[src/rtl/ls_est_ctrl.sv]
// LS channel-estimation sequencer: fetches 4 NRS REs plus their QPSK sign bits per slot,
// loads the multiplier operands, writes 4 estimates, then streams them out under valid/ready.
module ls_est_ctrl #(
  parameter int WIDTH_R_I = 16,
  parameter int ADDR_W    = 8,
  parameter int RD_LAT    = 1
) (
  input  logic                 clk,
  input  logic                 rst,
  input  logic                 start,
  input  logic [2:0]           v_shift,
  input  logic                 slot_sel,
  output logic                 busy,
  output logic                 re_rd_en,
  output logic [ADDR_W-1:0]    re_rd_addr,
  input  logic [WIDTH_R_I-1:0] re_rd_r,
  input  logic [WIDTH_R_I-1:0] re_rd_i,
  output logic                 nrs_req,
  input  logic                 nrs_vld,
  input  logic [1:0]           nrs_c,
  output logic [WIDTH_R_I-1:0] mult_rx_r,
  output logic [WIDTH_R_I-1:0] mult_rx_i,
  output logic                 mult_nrs_r,
  output logic                 mult_nrs_i,
  output logic                 mult_en,
  output logic [1:0]           mult_wr_addr,
  output logic [1:0]           mult_rd_addr,
  output logic                 est_done,
  output logic                 out_valid,
  input  logic                 out_ready,
  output logic [1:0]           out_idx
);

  typedef enum logic [2:0] {S_IDLE, S_FETCH, S_WAIT, S_WRITE, S_READOUT} state_t;

  state_t                 r_state, w_next;
  logic [2:0]             r_vs;
  logic                   r_slot;
  logic [1:0]             r_idx, r_rd_idx;
  logic                   r_rx_flag, r_nrs_flag, r_est_done;
  logic [RD_LAT-1:0]      r_rd_pipe;
  logic [WIDTH_R_I-1:0]   r_rx_r, r_rx_i;
  logic                   r_nrs_r, r_nrs_i;

  logic                   w_re_rd_en, w_nrs_req, w_mult_en, w_out_valid, w_busy;
  logic                   w_rd_vld, w_nrs_xfer;
  logic [2:0]             w_vs_mod, w_vs3;
  logic [4:0]             w_off;
  logic [ADDR_W-1:0]      w_base, w_addr;

  assign w_vs_mod   = (v_shift >= 3'd6) ? v_shift - 3'd6 : v_shift;
  assign w_vs3      = (r_vs < 3'd3) ? r_vs + 3'd3 : r_vs - 3'd3;
  assign w_base     = r_slot ? ADDR_W'(144) : ADDR_W'(60);
  assign w_rd_vld   = r_rd_pipe[RD_LAT-1];
  assign w_nrs_xfer = w_nrs_req & nrs_vld;

  always_comb begin
    w_off = 5'(r_vs);
    case (r_idx)
      2'd0: w_off = 5'(r_vs);
      2'd1: w_off = 5'(r_vs) + 5'd6;
      2'd2: w_off = 5'(w_vs3) + 5'd12;
      2'd3: w_off = 5'(w_vs3) + 5'd18;
      default: w_off = 5'(r_vs);
    endcase
  end

  assign w_addr = w_base + ADDR_W'(w_off);

  always_ff @(posedge clk or negedge rst) begin
    if (!rst) r_state <= S_IDLE;
    else      r_state <= w_next;
  end

  // nrs_req is decoded so it is already high in FETCH and falls the cycle after the transfer
  always_comb begin
    w_next      = r_state;
    w_re_rd_en  = 1'b0;
    w_nrs_req   = 1'b0;
    w_mult_en   = 1'b0;
    w_out_valid = 1'b0;
    w_busy      = 1'b1;
    case (r_state)
      S_IDLE: begin
        w_busy = 1'b0;
        if (start) w_next = S_FETCH;
      end
      S_FETCH: begin
        w_re_rd_en = 1'b1;
        w_nrs_req  = 1'b1;
        w_next     = S_WAIT;
      end
      S_WAIT: begin
        w_nrs_req = ~r_nrs_flag;
        if (r_rx_flag && r_nrs_flag) w_next = S_WRITE;
      end
      S_WRITE: begin
        w_mult_en = 1'b1;
        w_next    = (r_idx == 2'd3) ? S_READOUT : S_FETCH;
      end
      S_READOUT: begin
        w_out_valid = 1'b1;
        if (out_ready && (r_rd_idx == 2'd3)) w_next = S_IDLE;
      end
      default: w_next = S_IDLE;
    endcase
  end

  always_ff @(posedge clk or negedge rst) begin
    if (!rst) begin
      r_vs       <= '0;
      r_slot     <= 1'b0;
      r_idx      <= '0;
      r_rd_idx   <= '0;
      r_rx_flag  <= 1'b0;
      r_nrs_flag <= 1'b0;
      r_est_done <= 1'b0;
      r_rd_pipe  <= '0;
      r_rx_r     <= '0;
      r_rx_i     <= '0;
      r_nrs_r    <= 1'b0;
      r_nrs_i    <= 1'b0;
    end else begin
      r_rd_pipe  <= RD_LAT'({r_rd_pipe, w_re_rd_en});
      r_est_done <= (r_state == S_WRITE) && (r_idx == 2'd3);
      if (r_state == S_IDLE && start) begin
        r_vs     <= w_vs_mod;
        r_slot   <= slot_sel;
        r_idx    <= '0;
        r_rd_idx <= '0;
      end
      if (r_state == S_WRITE) begin
        r_rx_flag  <= 1'b0;
        r_nrs_flag <= 1'b0;
        if (r_idx != 2'd3) r_idx <= r_idx + 2'd1;
      end
      if (r_state == S_WAIT && w_rd_vld) begin
        r_rx_r    <= re_rd_r;
        r_rx_i    <= re_rd_i;
        r_rx_flag <= 1'b1;
      end
      if (w_nrs_xfer) begin
        r_nrs_r    <= nrs_c[1];
        r_nrs_i    <= nrs_c[0];
        r_nrs_flag <= 1'b1;
      end
      if (r_state == S_READOUT && out_ready) r_rd_idx <= r_rd_idx + 2'd1;
    end
  end

  assign busy         = w_busy;
  assign re_rd_en     = w_re_rd_en;
  assign re_rd_addr   = w_re_rd_en ? w_addr : '0;
  assign nrs_req      = w_nrs_req;
  assign mult_rx_r    = r_rx_r;
  assign mult_rx_i    = r_rx_i;
  assign mult_nrs_r   = r_nrs_r;
  assign mult_nrs_i   = r_nrs_i;
  assign mult_en      = w_mult_en;
  assign mult_wr_addr = r_idx;
  assign mult_rd_addr = r_rd_idx;
  assign est_done     = r_est_done;
  assign out_valid    = w_out_valid;
  assign out_idx      = r_rd_idx;

endmodule
[config.mk]
export PLATFORM = sky130hd
export DESIGN_NAME = ls_est_ctrl
export DESIGN_NICKNAME = d
export VERILOG_FILES = /design/src/rtl/ls_est_ctrl.sv
export SDC_FILE = /design/constraint.sdc
export NUM_CORES = 1
export LEC_CHECK = 0
export BUFFER_PORTS_ARGS = -buffer_cell sky130_fd_sc_hd__buf_2
export CORE_MARGIN = 5
export CORE_UTILIZATION = 30
export CTS_CLUSTER_DIAMETER = 50
export CTS_CLUSTER_SIZE = 25
export DETAILED_ROUTE_END_ITERATION = 10
export SYNTH_ARGS = -nofsm -noshare
export SYNTH_HDL_FRONTEND = slang
export SYNTH_SLANG_ARGS = --single-unit
[constraint.sdc]
create_clock -name clk -period 2.7 [get_ports clk]
set_clock_uncertainty 0.05 [all_clocks]
set_input_delay 0.27 -clock clk [delete_from_list [all_inputs] [get_ports clk]]
set_output_delay 0.27 -clock clk [all_outputs]
set_load 0.01 [all_outputs]
==> metrics.log, run 1 <==
INFO  metric run_status = finished with violations
INFO  metric violations = setup timing
INFO  metric critPathBufInv = 2
INFO  metric dieArea = 9750 um2
INFO  metric fp.dieW = 98.7 um
INFO  metric place.port_buffers = 96
INFO  metric slew_violations = 0
INFO  metric synthCells = 193
INFO  metric clk_transition_reported_paths = 0.09 ns
INFO  metric routed_wl = 5.40 mm
INFO  metric antenna-diode-count = 0
INFO  metric fin_crit_sh = 115%
INFO  metric cts-root-to-sink-buffers = 2
INFO  metric tritoncts.num_buffers = 5
INFO  metric critPathArrivalTime = 2.79 ns
INFO  metric cts_tree = built
INFO  metric peakVddDrop = 406 uV
INFO  metric grt_antenna_before_repair = 0
INFO  metric gr-total-overflow = 0
INFO  metric detail_route.first_pass.iterations = 4
INFO  metric initialDrtViolationCount = 38
INFO  metric rsz0062_at_grt = yes
INFO  metric crit_path_max_incr_delay = 0.45 ns
INFO  metric hold_path_class = in2async
INFO  metric num_rows = 32
INFO  metric timing_worst_slew_pin_value = 0.611 ns
INFO  metric drcViolationCount = 0
INFO  metric globalplace.congestion = 0.809
INFO  metric cpMaxStageDelayCell = sky130_fd_sc_hd__dfrtp_2
INFO  metric layout-drive-gt1-share = 47.8%
INFO  metric place.detailed.instances = 393
INFO  metric depth_of_the_cts_h_tree = 2
INFO  metric clock_latency_on_the_worst_skew_pair = 0.29 ns
INFO  metric fin_nets = 356
INFO  metric cp-end-kind = output pin
INFO  metric grt_start_max_net_pins = 50
INFO  metric grt_first_pass_wirelength = 8.91 mm
INFO  metric critical_path.most_common_cell = sky130_fd_sc_hd__ha_4
INFO  metric power.leakage = 0.00160 uW
INFO  metric setup_viol = 5
INFO  metric synth_fp_nets = 249
INFO  metric ys_ff_latch = 49
INFO  metric height_of_the_die = 98.7 um
INFO  metric detail_route.vias_per_cell = 4.48
INFO  metric cp-start-kind = flop
INFO  metric design.portCount = 97
INFO  metric layout_common_cells = sky130_fd_sc_hd__buf_2 (94), sky130_fd_sc_hd__dfrtp_1 (48), sky130_fd_sc_hd__mux2_1 (29)
INFO  metric floorplan.core_area = 7690 um2
INFO  metric first_global_vias = 1917
INFO  metric synthesis.yosys.warnings = 0
INFO  metric avgSynthCellArea = 12.2 um2
INFO  metric antenna_violating_nets_post_route = 0
INFO  metric mapped_cell_area = 2360 um2
INFO  metric cap_violations = 0
INFO  metric setup.worst_path.class = reg2out
INFO  metric pre_cts_ws = -0.155 ns
INFO  metric fmax = 322 MHz
INFO  metric critical_path.top_delay_family = adder cells
INFO  metric ys_seq_area_share = 51.9%
INFO  metric fin_ws = -0.408 ns
INFO  metric area.growth.synth_to_final = 36.1%
INFO  metric stdcell_count = 403
INFO  metric final_hold_viol_count = 0
INFO  metric top_fanout_value_on_the_critical_path = 4
INFO  metric initial_utilization = 30.7%
INFO  metric postCtsHoldBufs = 0
INFO  metric wl_per_cell = 13.4 um
INFO  metric dr_vias = 1806
INFO  metric final_util = 41.8%
INFO  metric cts_sinks = 49
INFO  metric post_synth_num_cell_types = 39
INFO  metric required = 2.38 ns
INFO  metric holdWs = 0.0110 ns
INFO  metric slew-limit-headroom = 59.3%
INFO  metric layout_min_cycle_time = 3.11 ns
INFO  metric p_per_area = 1110 nW/um2
INFO  metric post-dp-hpwl = 4.03 mm
INFO  metric grt_usage = 11.3%
INFO  metric layout_commonest_cell = sky130_fd_sc_hd__buf_2
INFO  metric clockRootBuffer = sky130_fd_sc_hd__clkbuf_8
INFO  metric timing.critical_path.cells = ha_4 > a211o_1 > nand3_2 > ha_4 > a221oi_2 > a22oi_1 > ha_2 > inv_2 > fa_2 > nor2_2 > buf_2
sequential cells by signal (all words and copies together), names as in the netlist, 2 cells and up:
| signal | flops |
|---|---|
| r_state | 3 |
| r_vs | 3 |
| mult_rd_addr | 2 |
| mult_rx_i | 16 |
| mult_rx_r | 16 |
| mult_wr_addr | 2 |
worst reg2reg max path, delay by kind of cell (launching register included):
kind	cells	cell delay, ns
flops	1	0.46
mux	1	0.39
buf+inv	1	0.38
simple gates	2	0.31
where the power goes:
part	leakage (uW)	switching, uW	total [uW]	internal, uW
Combinational	0.000974	913	1850	939
Clock	0.0000374	244	427	183
Sequential	0.000588	212	1280	1070
synth_stat cells, drive strengths merged:
library cell | count | area share, %
xnor2 | 2 | 0.74
clkbuf | 2 | 0.32
mux2 | 37 | 18
nor3b | 1 | 0.32
ha | 12 | 6.4
mux2i | 4 | 1.7
buf | 8 | 2.2
and2 | 2 | 0.53
nand4bb | 1 | 0.48
nand4 | 1 | 0.26
a21o | 3 | 0.95
and3 | 1 | 0.26
a211o | 1 | 0.37
or3b | 1 | 0.37
nor2 | 9 | 1.4
o21ai | 5 | 1.1
nor2b | 1 | 0.26
xor2 | 1 | 0.37
nand3 | 4 | 0.85
o21a | 1 | 0.32
nand2 | 13 | 2.1
a21oi | 3 | 0.64
inv | 13 | 2.1
nand2b | 4 | 1.1
a221oi | 1 | 0.37
dfrtp | 49 | 52
a31oi | 1 | 0.26
fa | 1 | 0.85
a311oi | 1 | 0.64
a21boi | 1 | 0.32
a211oi | 3 | 0.95
a22oi | 2 | 0.64
o22a | 1 | 0.37
nand3b | 2 | 0.64
or3 | 1 | 0.26
stage by stage:
step	setup TNS, ns	instance area [um2]	power, uW
floorplan	-0.0143	2380	2300
finish	-1.55	3220	3560
CTS	-1.48	3140	3470
detailed placement	-0.384	3020	2970
global route	-2.26	3220	3880
global placement	-0.187	3020	2920
worst paths after layout:
| check | cells after the start | slack (ns) | to | startpoint |
|---|---|---|---|---|
| min in group clk | 2 | 0.13 | mult_rx_i[7] | re_rd_i[7] |
| worst max register to register | 4 | 0.99 | mult_rx_i[12] | r_state[0] |
| worst min-delay path | 2 | 0.01 | mult_rx_i[6] | rst |
| worst max-delay path | 11 | -0.41 | re_rd_addr[3] | r_vs[1] |
| worst min register to register | 1 | 0.43 | r_rx_flag | r_rx_flag |
| max in group asynchronous | 2 | 2.13 | r_vs[1] | rst |
area by class of cell:
cell class,count,area (um2)
Timing Repair Buffer,110,598
Fill cell,790,4470
Clock inverter,2,15.0
Inverter,13,48.8
Multi-Input combinational cell,121,1130
Clock buffer,6,72.6
Sequential cell,49,1230
Tap cell,102,128
layer usage:
metal	vias to the layer above	track usage [%]	part of all wire [%]
met3	3	5.31	9.9
met4	0	2.84	0.37
met2	66	18.7	48
met5	-	0	0
met1	864	13.2	42
li1	873	-	-
cell families (layout without fill, tap and decap cells):
family	after synthesis	count (layout)	synth area share (%)
AOI/OAI and AO/OA	23	23	6.89
xor gates and xnor gates	3	3	1.11
adders and majority gates	13	13	7.20
buffers and inverters	23	131	4.61
DFF	49	49	51.9
muxes	41	41	19.5
and+or+nand+nor	41	41	8.79
timing repair:
item	in CTS	in global routing
gates cloned	0	0
pin swaps	5	6
resized for setup	7	10
setup buffers	1	1
endpoints found under the hold margin	0	0
setup endpoints to repair	5	5
Power figures use the tool's default switching activity.
==> run 2: changes to the inputs <==
- CORE_MARGIN: 5 -> default
- REMOVE_ABC_BUFFERS: default -> 1
==> run 2 against run 1 <==
The run still ends with setup timing left. Design area grew 1.4%. Clock-buffer cell count did not move. Global-route usage is 2.1 points higher. Combinational power barely moved. Setup slack got worse by 0.063 ns. Sequential power hardly changed. Wire length decreased by 0.44%. Sequential share of layout area fell by 0.54 points. Non-clock buffer count rose by 4. Core utilization rose by 2.0 points. Die area decreased by 16%. Critical endpoint is now re_rd_addr[5]. Largest cell class unchanged. Highest routed layer unchanged.
==> metrics.log, run 2 (synthesized netlist as in run 1, its figures left out) <==
INFO  metric run_status = finished with violations
INFO  metric violations = setup timing
INFO  metric power.leakage = 0.00163 uW
INFO  metric whs_path_depth = 2
INFO  metric peakVddDrop = 480 uV
INFO  metric cts_sinks = 49
INFO  metric tritoncts.num_buffers = 5
INFO  metric grt_usage = 13.3%
INFO  metric first_global_vias = 1920
INFO  metric critical_path.top_delay_family = compound AO/OA/AOI/OAI gates
INFO  metric cts-root-to-sink-buffers = 2
INFO  metric required = 2.38 ns
INFO  metric timing_worst_slew_pin_value = 0.456 ns
INFO  metric endpoint_with_the_worst_hold_slack = mult_rx_i[9]
INFO  metric fin_ws = -0.471 ns
INFO  metric grt_start_max_net_pins = 33
INFO  metric critical_path.most_common_cell = sky130_fd_sc_hd__buf_4
INFO  metric critPathBufInv = 4
INFO  metric height_of_the_die = 90.7 um
INFO  metric stdcell_area = 3260 um2
INFO  metric timing.critical_path.cells = ha_4 > a211o_1 > buf_4 > buf_4 > nand4_1 > a21o_1 > inv_1 > ha_1 > a211oi_2 > mux2_4 > buf_2
INFO  metric initial_utilization = 31.7%
INFO  metric slew_violations = 0
INFO  metric setup_viol = 5
INFO  metric drcViolationCount = 0
INFO  metric wl_per_cell = 13.3 um
INFO  metric cp-start-kind = flop
INFO  metric layout-drive-gt1-share = 48.5%
INFO  metric antenna_violating_nets_post_route = 0
INFO  metric p_per_area = 1130 nW/um2
INFO  metric area.growth.synth_to_final = 38.1%
INFO  metric worstReg2RegStart = r_state[0]
INFO  metric design.portCount = 97
INFO  metric rr_worst_depth = 4
INFO  metric setup.worst_path.class = reg2out
INFO  metric layout.filler_cells = 731
INFO  metric floorplan.core_area = 7450 um2
INFO  metric place.detailed.instances = 393
INFO  metric critPathArrivalTime = 2.85 ns
INFO  metric reg2reg_slack = 0.96 ns
INFO  metric top_fanout_value_on_the_critical_path = 4
INFO  metric antenna-diode-count = 0
INFO  metric cap_violations = 0
INFO  metric critical_path.reg2reg.endpoint = mult_rx_r[12]
INFO  metric layout_common_cells = sky130_fd_sc_hd__buf_2 (95), sky130_fd_sc_hd__dfrtp_1 (48), sky130_fd_sc_hd__mux2_1 (29)
INFO  metric globalplace.congestion = 0.831
INFO  metric cts_tree = built
INFO  metric fin_crit_sh = 117%
INFO  metric clockRootBuffer = sky130_fd_sc_hd__clkbuf_8
INFO  metric fin_nets = 360
INFO  metric post-dp-hpwl = 3.92 mm
INFO  metric slew-limit-headroom = 69.6%
INFO  metric depth_of_the_cts_h_tree = 2
INFO  metric total_power = 3670 uW
INFO  metric hold_path_class = in2reg
INFO  metric detail_route.first_pass.iterations = 4
INFO  metric dieArea = 8230 um2
INFO  metric gr-total-overflow = 0
INFO  metric dr_vias = 1846
INFO  metric fmax = 315 MHz
INFO  metric grt_first_pass_wirelength = 8.78 mm
INFO  metric holdCritStartpoint = re_rd_i[9]
INFO  metric clock_latency_on_the_worst_skew_pair = 0.28 ns
INFO  metric routed_wl = 5.38 mm
INFO  metric crit_path_max_incr_delay = 0.45 ns
INFO  metric layout_min_cycle_time = 3.17 ns
INFO  metric rsz0062_at_grt = yes
INFO  metric final_hold_viol_count = 0
INFO  metric grt_antenna_before_repair = 0
INFO  metric initialDrtViolationCount = 78
INFO  metric detail_route.vias_per_cell = 4.57
INFO  metric cp-end-kind = output pin
INFO  metric clk_transition_reported_paths = 0.09 ns
INFO  metric place.port_buffers = 96
INFO  metric area_of_placed_instances = 3020 um2
INFO  metric cpMaxStageDelayCell = sky130_fd_sc_hd__dfrtp_2
INFO  metric stdcell_count = 404
INFO  metric fp.dieW = 90.7 um
INFO  metric num_rows = 31
INFO  metric layout_commonest_cell = sky130_fd_sc_hd__buf_2
## run 2: area by class of cell
| cell class | count | area [um2] | share of cell area (%) |
|---|---|---|---|
| well taps | 99 | 124 | 3.80 |
| clock inverters | 2 | 38.8 | 1.19 |
| clock buffers | 6 | 72.6 | 2.22 |
| multi-input cells | 121 | 1130 | 34.5 |
| flip-flops and latches | 49 | 1230 | 37.6 |
| repair buffers | 114 | 624 | 19.1 |
| inverters | 13 | 48.8 | 1.50 |
## run 2: metrics by stage
step / hold slack [ns] / setup WS (ns) / utilization (%) / TNS [ns]
6_report: 0.132 / -0.471 / 43.8 / -1.51
5_1_grt: 0.121 / -0.586 / 43.8 / -2.26
4_1_cts: 0.118 / -0.387 / 42.8 / -1.48
3_5_place_dp: 0.199 / -0.213 / 40.5 / -0.660
3_3_place_gp: 0.202 / -0.138 / 40.5 / -0.337
2_1_floorplan: -0.0756 / -0.108 / - / -0.199
## run 2: layer usage
metal | share of wire, % | vias up | track usage [%] | wire [um]
met1 | 43 | 878 | 15.7 | 2320
met3 | 7.3 | 6 | 4.04 | 394
li1 | - | 884 | - | -
met2 | 48 | 78 | 22.9 | 2580
met5 | 0 | - | 0 | 0
met4 | 1.5 | 0 | 4.57 | 82
## run 2: worst max-delay path by stage
stage	slack [ns]	endpoint	startpoint	depth (start not counted)
floorplan	-0.11	re_rd_addr[3]	r_vs[2]	11
global placement	-0.14	re_rd_addr[5]	r_vs[1]	10
detailed placement	-0.21	re_rd_addr[5]	r_vs[1]	10
CTS	-0.39	re_rd_addr[3]	r_vs[1]	11
global route	-0.59	re_rd_addr[5]	r_vs[1]	11
finish	-0.47	re_rd_addr[5]	r_vs[1]	11
## run 2: repair_timing
| item | in CTS | in global routing |
|---|---|---|
| endpoints found under the hold margin | 19 | 0 |
| hold buffers | 1 | 0 |
| setup endpoints to repair | 5 | 5 |
| buffers inserted | 1 | 1 |
| pin swaps | 7 | 5 |
| gates resized for setup | 11 | 11 |
## run 2: where the power goes
group | internal, uW | switching (uW)
clock | 278 | 240
combinational | 953 | 916
sequential | 1070 | 213
total | 2300 | 1370
==> run 3: changes to the inputs <==
- PLACE_DENSITY: default -> 0.54
==> run 3 against run 2 <==
The flow still finishes with violations (setup timing). Global-route usage hardly changed. Critical path depth stayed put. Clock power is 6.6% higher. Critical path type unchanged. Design area is 0.61% higher. Final cell count is 0.25% lower. Worst hold slack worse by 0.0031 ns. Via count hardly changed. Clock-buffer cell count stayed put. Highest routed layer unchanged.
==> metrics.log, run 3 (synthesized netlist as in run 1, its figures left out) <==
INFO  metric whs_path_depth = 2
INFO  metric first_global_vias = 1858
INFO  metric fin_ws = -0.418 ns
INFO  metric violations = setup timing
INFO  metric slew-limit-headroom = 60.9%
INFO  metric layout_commonest_cell = sky130_fd_sc_hd__buf_2
INFO  metric rsz0062_at_grt = yes
INFO  metric clock_latency_on_the_worst_skew_pair = 0.30 ns
INFO  metric holdWs = 0.129 ns
INFO  metric detail_route.vias_per_cell = 4.58
INFO  metric hold_path_class = in2reg
INFO  metric peakVddDrop = 546 uV
INFO  metric tritoncts.num_buffers = 5
INFO  metric slew_violations = 0
INFO  metric globalplace.congestion = 0.760
INFO  metric layout_min_cycle_time = 3.12 ns
INFO  metric endpoint_with_the_worst_hold_slack = mult_rx_i[14]
INFO  metric dieArea = 8230 um2
INFO  metric critical_path.reg2reg.endpoint = mult_rx_r[14]
INFO  metric power.leakage = 0.00164 uW
INFO  metric layout.filler_cells = 741
INFO  metric routed_wl = 5.41 mm
INFO  metric grt_start_max_net_pins = 27
INFO  metric num_rows = 31
INFO  metric top_fanout_value_on_the_critical_path = 4
INFO  metric layout_common_cells = sky130_fd_sc_hd__buf_2 (94), sky130_fd_sc_hd__dfrtp_1 (48), sky130_fd_sc_hd__mux2_1 (29)
INFO  metric final_hold_viol_count = 0
INFO  metric antenna-diode-count = 0
INFO  metric post-dp-hpwl = 3.90 mm
INFO  metric reg2reg_slack = 0.84 ns
INFO  metric depth_of_the_cts_h_tree = 2
INFO  metric gr-total-overflow = 0
INFO  metric critPathArrivalTime = 2.80 ns
INFO  metric timing_worst_slew_pin_value = 0.587 ns
INFO  metric cts_tree = built
INFO  metric cap_violations = 0
INFO  metric antenna_violating_nets_post_route = 0
INFO  metric detail_route.first_pass.iterations = 4
INFO  metric p_per_area = 1120 nW/um2
INFO  metric initialDrtViolationCount = 59
INFO  metric fin_nets = 359
INFO  metric required = 2.38 ns
INFO  metric final_util = 44.1%
INFO  metric setup_viol = 5
INFO  metric fin_crit_sh = 115%
INFO  metric wl_per_cell = 13.4 um
INFO  metric floorplan.core_area = 7450 um2
INFO  metric fp.dieW = 90.7 um
INFO  metric grt_antenna_before_repair = 0
INFO  metric setup.worst_path.class = reg2out
INFO  metric fmax = 321 MHz
INFO  metric design.portCount = 97
INFO  metric total_power = 3690 uW
INFO  metric drcViolationCount = 0
INFO  metric initial_utilization = 31.7%
INFO  metric grt_usage = 13.3%
INFO  metric stdcell_count = 403
INFO  metric pre_cts_ws = -0.235 ns
INFO  metric holdCritStartpoint = re_rd_i[14]
INFO  metric run_status = finished with violations
INFO  metric layout-drive-gt1-share = 47.7%
INFO  metric cts_sinks = 49
INFO  metric cts-root-to-sink-buffers = 2
INFO  metric rr_worst_depth = 4
INFO  metric place.detailed.instances = 392
INFO  metric cp-start-kind = flop
INFO  metric grt_first_pass_wirelength = 8.76 mm
INFO  metric height_of_the_die = 90.7 um
INFO  metric cp-end-kind = output pin
INFO  metric worstReg2RegStart = r_state[0]
INFO  metric clockRootBuffer = sky130_fd_sc_hd__clkbuf_8
INFO  metric place.port_buffers = 96
INFO  metric dr_vias = 1847
INFO  metric clk_transition_reported_paths = 0.09 ns
INFO  metric area.growth.synth_to_final = 38.9%
-- run 3: stage by stage --
stage	TNS [ns]	cell area, um2
2_1_floorplan	-0.199	2300
3_3_place_gp	-0.346	3020
3_5_place_dp	-0.602	3020
4_1_cts	-1.40	3210
5_1_grt	-2.23	3280
6_report	-1.46	3280
-- run 3: worst max-delay path by stage --
stage | slack (ns) | from | cells after the start | endpoint
floorplan | -0.11 | r_vs[2] | 11 | re_rd_addr[3]
global placement | -0.14 | r_vs[1] | 10 | re_rd_addr[5]
detailed placement | -0.24 | r_vs[1] | 10 | re_rd_addr[5]
CTS | -0.38 | r_vs[1] | 10 | re_rd_addr[5]
global route | -0.57 | r_vs[1] | 12 | re_rd_addr[5]
finish | -0.42 | r_vs[1] | 11 | re_rd_addr[5]
-- run 3: worst max-delay path: stages (launching register included) --
cell,delay (ns)
sky130_fd_sc_hd__dfrtp_2,0.46
sky130_fd_sc_hd__ha_4,0.19
sky130_fd_sc_hd__a211o_1,0.32
sky130_fd_sc_hd__buf_4,0.14
sky130_fd_sc_hd__buf_4,0.13
sky130_fd_sc_hd__nand4_1,0.12
sky130_fd_sc_hd__a21o_1,0.14
sky130_fd_sc_hd__inv_1,0.05
sky130_fd_sc_hd__ha_1,0.28
sky130_fd_sc_hd__a211oi_2,0.23
sky130_fd_sc_hd__mux2_4,0.33
sky130_fd_sc_hd__buf_6,0.12
-- run 3: metal layers --
metal	track usage, %	wire, um	vias to the layer above	part of all wire, %
li1	-	-	879	-
met1	16.3	2390	898	44
met3	5.05	430	5	7.9
met5	0	0	-	0
met4	4.03	57	0	1.1
met2	21.8	2530	65	47
-- run 3: power by group --
part / switching, uW / internal, uW
combinational: 902 / 946
sequential: 215 / 1070
clock: 251 / 301
-- run 3: cell type report --
class | instances | area, um2 | share of cell area, %
Tap cell | 99 | 124 | 3.77
Clock buffer | 6 | 82.6 | 2.52
Sequential cell | 49 | 1230 | 37.4
Multi-Input combinational cell | 121 | 1130 | 34.3
Clock inverter | 2 | 37.5 | 1.14
Inverter | 13 | 48.8 | 1.49
Timing Repair Buffer | 113 | 636 | 19.4
-- run 3: what timing repair did --
item	4_1_cts	5_1_grt
hold buffers	1	0
setup buffers	0	2
endpoints found under the setup margin	5	5
pin swaps	12	7
endpoints found under the hold margin	24	0
resized for setup	12	8
